`src/rtl/chip8_pkg.sv`:
```
// Shared types for the CHIP-8 keypad path: key index width and the FX0A wait FSM states.
package chip8_pkg;
    localparam int NUM_KEYS = 16;
    localparam int KEY_W    = 4;

    typedef logic [KEY_W-1:0] key_idx_t;

    typedef enum logic [1:0] {
        KP_IDLE,
        KP_ARMED,
        KP_HELD,
        KP_DONE
    } kp_state_t;
endpackage

```
`src/rtl/chip8_lsb_enc16.sv`:
```
// Combinational 16->4 priority encoder: index of the lowest set bit, with a valid flag.
module chip8_lsb_enc16 (
    input  logic [15:0] vec_i,
    output logic [3:0]  idx_o,
    output logic        vld_o
);
    always_comb begin
        idx_o = 4'd0;
        vld_o = |vec_i;
        // Scan downward so the lowest set bit is the last (winning) assignment.
        for (int i = 15; i >= 0; i--) begin
            if (vec_i[i]) idx_o = 4'(i);
        end
    end
endmodule

```
`src/rtl/chip8_keypad_ctrl.sv`:
```
// Keypad front end for the CHIP-8 CPU: registered key-state vector for EX9E/EXA1 and
// the FX0A press-then-release wait handshake returning a single key code.
module chip8_keypad_ctrl #(
    parameter int NUM_KEYS    = 16,
    parameter int KEY_ACT_LOW = 0
) (
    input  logic                clk_i,
    input  logic                reset_n_i,
    input  logic [NUM_KEYS-1:0] key_db_i,
    output logic [NUM_KEYS-1:0] key_state_o,
    output logic                any_key_o,
    input  logic                wait_req_i,
    input  logic                wait_cancel_i,
    output logic                wait_busy_o,
    output logic                key_valid_o,
    output logic [3:0]          key_code_o,
    input  logic                key_ack_i
);
    import chip8_pkg::*;

    logic [NUM_KEYS-1:0] k_in, press, cand;
    logic [NUM_KEYS-1:0] key_state_q, mask_q, mask_d;
    logic                any_key_q, wait_busy_q;
    logic                key_valid_q, key_valid_d;
    key_idx_t            cap_q, cap_d, key_code_q, key_code_d;
    key_idx_t            enc_idx;
    logic                enc_vld;
    kp_state_t           state_q, state_d;

    assign k_in  = (KEY_ACT_LOW != 0) ? ~key_db_i : key_db_i;
    assign press = k_in & ~key_state_q;
    // Keys that were down when the wait started only count after they have been released.
    assign cand  = press & ~mask_q;

    chip8_lsb_enc16 u_enc (
        .vec_i (cand),
        .idx_o (enc_idx),
        .vld_o (enc_vld)
    );

    always_comb begin
        state_d     = state_q;
        mask_d      = mask_q;
        cap_d       = cap_q;
        key_valid_d = key_valid_q;
        key_code_d  = key_code_q;
        if (wait_cancel_i && (state_q != KP_IDLE)) begin
            state_d     = KP_IDLE;
            key_valid_d = 1'b0;
            mask_d      = '0;
        end else begin
            case (state_q)
                KP_IDLE: begin
                    if (wait_req_i) begin
                        state_d = KP_ARMED;
                        mask_d  = key_state_q | k_in;
                    end
                end
                KP_ARMED: begin
                    mask_d = mask_q & k_in;
                    if (enc_vld) begin
                        state_d = KP_HELD;
                        cap_d   = enc_idx;
                    end
                end
                KP_HELD: begin
                    if (!k_in[cap_q]) begin
                        state_d     = KP_DONE;
                        key_valid_d = 1'b1;
                        key_code_d  = cap_q;
                    end
                end
                KP_DONE: begin
                    if (key_ack_i) begin
                        state_d     = KP_IDLE;
                        key_valid_d = 1'b0;
                    end
                end
                default: state_d = KP_IDLE;
            endcase
        end
    end

    always_ff @(posedge clk_i or negedge reset_n_i) begin
        if (!reset_n_i) begin
            key_state_q <= '0;
            any_key_q   <= 1'b0;
            state_q     <= KP_IDLE;
            wait_busy_q <= 1'b0;
            mask_q      <= '0;
            cap_q       <= '0;
            key_valid_q <= 1'b0;
            key_code_q  <= '0;
        end else begin
            key_state_q <= k_in;
            any_key_q   <= |k_in;
            state_q     <= state_d;
            wait_busy_q <= (state_d != KP_IDLE);
            mask_q      <= mask_d;
            cap_q       <= cap_d;
            key_valid_q <= key_valid_d;
            key_code_q  <= key_code_d;
        end
    end

    assign key_state_o = key_state_q;
    assign any_key_o   = any_key_q;
    assign wait_busy_o = wait_busy_q;
    assign key_valid_o = key_valid_q;
    assign key_code_o  = key_code_q;
endmodule

```
`config.mk`:
```
export PLATFORM = sky130hd
export DESIGN_NAME = chip8_keypad_ctrl
export DESIGN_NICKNAME = d
export VERILOG_FILES = /design/src/rtl/chip8_pkg.sv /design/src/rtl/chip8_lsb_enc16.sv /design/src/rtl/chip8_keypad_ctrl.sv
export SDC_FILE = /design/constraint.sdc
export NUM_CORES = 1
export LEC_CHECK = 0
export BUFFER_PORTS_ARGS = -buffer_cell sky130_fd_sc_hd__buf_4
export CAP_MARGIN = 20
export CORE_ASPECT_RATIO = 1.1
export CORE_MARGIN = 5
export CORE_UTILIZATION = 55
export CTS_CLUSTER_SIZE = 10
export DETAILED_ROUTE_END_ITERATION = 10
export PLACE_DENSITY = 0.84
export SYNTH_ARGS = -nofsm -noshare
export SYNTH_HDL_FRONTEND = slang
export SYNTH_SLANG_ARGS = --single-unit
```
`constraint.sdc`:
```
create_clock -name clk_i -period 3.62 [get_ports clk_i]
set_clock_uncertainty 0.15 [all_clocks]
set_input_delay 0.543 -clock clk_i [delete_from_list [all_inputs] [get_ports clk_i]]
set_output_delay 0.543 -clock clk_i [all_outputs]
set_load 0.1 [all_outputs]
```
==> out/qor.yml <==
run_status:
  status: "complete, no violations"
route:
  drc: 0
  drtIter0Drc: 56
  wl_per_cell_um: 16.6
  firstDrtPassIters: 4
  vias: 1821
  postRouteAntennaNets: 0
  wirelength_mm: 5.19
  via_per_inst: 5.84
cts:
  root_buffer: "clkbuf_8"
  numCtsBuffers: 5
  post-cts-setup-buffers: 0
  clk_pin_slew_ns: 0.08
  clk_latency_ns: 0.30
  ctsHoldBuffers: 0
  cts.sinks: 45
  h-tree-depth: 2
  cts.path.max_buffers: 2
  cts_resized: 0
  cts_tree: "yes"
finish:
  area_delta_synth_final_pct: 20.3
  n_fill_cell: 319
  nets: 281
  fin_util_pct: 68.2
  diodes: 0
  drive_gt1_share_pct: 26.2
  fin_area_um2: 2680
timing:
  setup_tns_ns: 0
  hold_violations: 0
  fmax_mhz: 452
  fin_crit_sh_pct: 61.2
  min_period_ns: 2.21
  slew_viol_final: 0
  worst_pin_slew_ns: 0.628
  setup_viol: 0
  relSlewSlack_pct: 58.1
  rsz0062_at_grt: "no"
synth:
  synth_edf_count: 0
  yosysWarnings: 0
  syn_nets: 237
  synthesis.area_um2: 2230
  synthArstFlopShare_pct: 100
  synthCells: 216
  synthTopCellsByCount: "dfrtp_1 (45), nand2_1 (39), o21ai_0 (19)"
  ys_seq_elements: 45
  seq_area_frac_synth_pct: 50.5
  synth_top_area_share_pct: 50.5
  yosysTopAreaCell: "dfrtp_1"
  synth.distinct_cells: 42
  ys.flop_type: "dfrtp_1"
  yosys-top-cells-area: "dfrtp_1 (51%), nand2_1 (6.6%), a22o_1 (5.5%)"
  syn_avg_cell_area_um2: 10.3
  yosysMostFrequentCell: "dfrtp_1"
critical_path:
  path_buf_inv: 0
  cp.arrival_ns: 2.25
  path_delay_family: "multiplexers"
  r2r-end: "key_code_o[3]$_DFFE_PN0P_"
  r2r_cells: 5
  critical-path-max-stage-delay_ns: 0.57
  crit_path_top_delay_cell: "mux4_2"
  reg2reg_from: "cap_q[2]$_DFFE_PN0P_"
  end_kind: "flip-flop"
  reg2reg_slack_ns: 1.41
  path_cells: "mux4_2, mux2i_1, mux2i_2, nor2_4, mux2_1"
  cp_max_fo: 6
  cp.required_ns: 3.65
  critPathLaunchType: "flip-flop"
  critPathKind: "flip-flop to flip-flop"
global_routing:
  grt_usage_pct: 20.3
  grt_pass1_wl_mm: 8.83
  grt_pass1_vias: 1943
  antenna_found_initial: 0
  grt_max_degree: 46
  overflow: 0
place:
  port_buffers: 43
  hpwl_mm: 3.77
  dpl_cell_area_um2: 2600
  place_congestion: 0.850
die:
  num_rows: 24
  initial_core_util_pct: 56.7
  dieWidth_um: 70.7
  die_area_um2: 5430
  die_h_um: 76.8
  io_pins: 44
  coreArea_um2: 3930
power_and_ir_drop:
  static-leakage-power_uw: 0.00122
  ir_drop_mv: 0.390
  power.density_nw_per_um2: 835
hold_path:
  hold_class: "primary input to asynchronous set/reset pin"
flow_run:
  max-cap-violations: 0
==> where the power goes <==
part / switching [uW] / leakage (uW) / internal, uW
Combinational: 701 / 0.000646 / 400
Clock: 162 / 0.0000443 / 152
Sequential: 156 / 0.000531 / 668
Total: 1020 / 0.00122 / 1220
==> layout make-up <==
cell class | instances | area, um^2 | share of cell area [%]
Clock buffer | 7 | 86.3 | 3.22
Sequential cell | 45 | 1130 | 42.0
Timing Repair Buffer | 45 | 338 | 12.6
Inverter | 3 | 11.3 | 0.420
Multi-Input combinational cell | 160 | 1060 | 39.4
Tap cell | 52 | 65.1 | 2.43
==> layout by cell type, fill, tap and decap left out, types with 2 or more instances in the layout <==
cell type and n:
nor4_1 6, o21ai_0 19, nand4_1 2, mux2_1 4, a22o_1 14, or3b_2 7, and3_1 2, mux2i_1 2
nand2b_1 3, inv_1 3, nand2_1 39, mux4_2 4, a21oi_1 10, buf_4 45, o22ai_1 2, nor3b_1 11
a211oi_1 2, nor2_1 7, clkbuf_8 6, dfrtp_1 45, nor2b_1 5
==> how the worst max path moves through the flow <==
| stage | startpoint | cells past startpoint | slack, ns | endpoint |
|---|---|---|---|---|
| 3_3_place_gp | key_db_i[7] | 6 | 1.35 | cap_q[2]$_DFFE_PN0P_ |
| 5_1_grt | cap_q[2]$_DFFE_PN0P_ | 5 | 1.30 | key_code_o[3]$_DFFE_PN0P_ |
| 2_1_floorplan | key_state_o[7]$_DFF_PN0_ | 5 | 1.10 | cap_q[0]$_DFFE_PN0P_ |
| 4_1_cts | cap_q[2]$_DFFE_PN0P_ | 5 | 1.39 | key_code_o[3]$_DFFE_PN0P_ |
| 3_5_place_dp | key_db_i[7] | 6 | 1.31 | cap_q[2]$_DFFE_PN0P_ |
| 6_report | cap_q[2]$_DFFE_PN0P_ | 5 | 1.41 | key_code_o[3]$_DFFE_PN0P_ |
==> state kept, by name, indices dropped and copies added (netlist names) <==
signal       cells
key_state_o     16
mask_q          16
cap_q            4
key_code_o       4
state_q          2
any_key_o        1
key_valid_o      1
wait_busy_o      1
==> per-layer routing <==
layer	GRT usage, %	part of all wire (%)	up-vias	wire length, um
met5	0	0	-	0
met4	9.02	2.6	0	133
met3	4.97	6.4	12	331
met2	34.0	49	67	2570
met1	24.6	42	865	2150
li1	-	-	877	-
==> stage by stage <==
| stage | hold WS (ns) | worst slack (ns) | cells | total power (uW) |
|---|---|---|---|---|
| 2_1_floorplan | 0.0974 | 1.10 | 216 | 1680 |
| 3_3_place_gp | 0.323 | 1.35 | 305 | 1900 |
| 3_5_place_dp | 0.330 | 1.31 | 305 | 1930 |
| 4_1_cts | 0.107 | 1.39 | 312 | 2240 |
| 5_1_grt | 0.128 | 1.30 | 312 | 2390 |
| 6_report | 0.0826 | 1.41 | 312 | 2240 |
==> cells by family (layout without fill, tap and decap cells) <==
family,after synthesis,after routing,synth area share [%]
flops,45,45,50.5
buf+inv,11,55,2.36
compound gates,56,56,16.5
mux,12,12,8.08
simple gates,92,92,22.6
(Power assumes the default switching activity.)
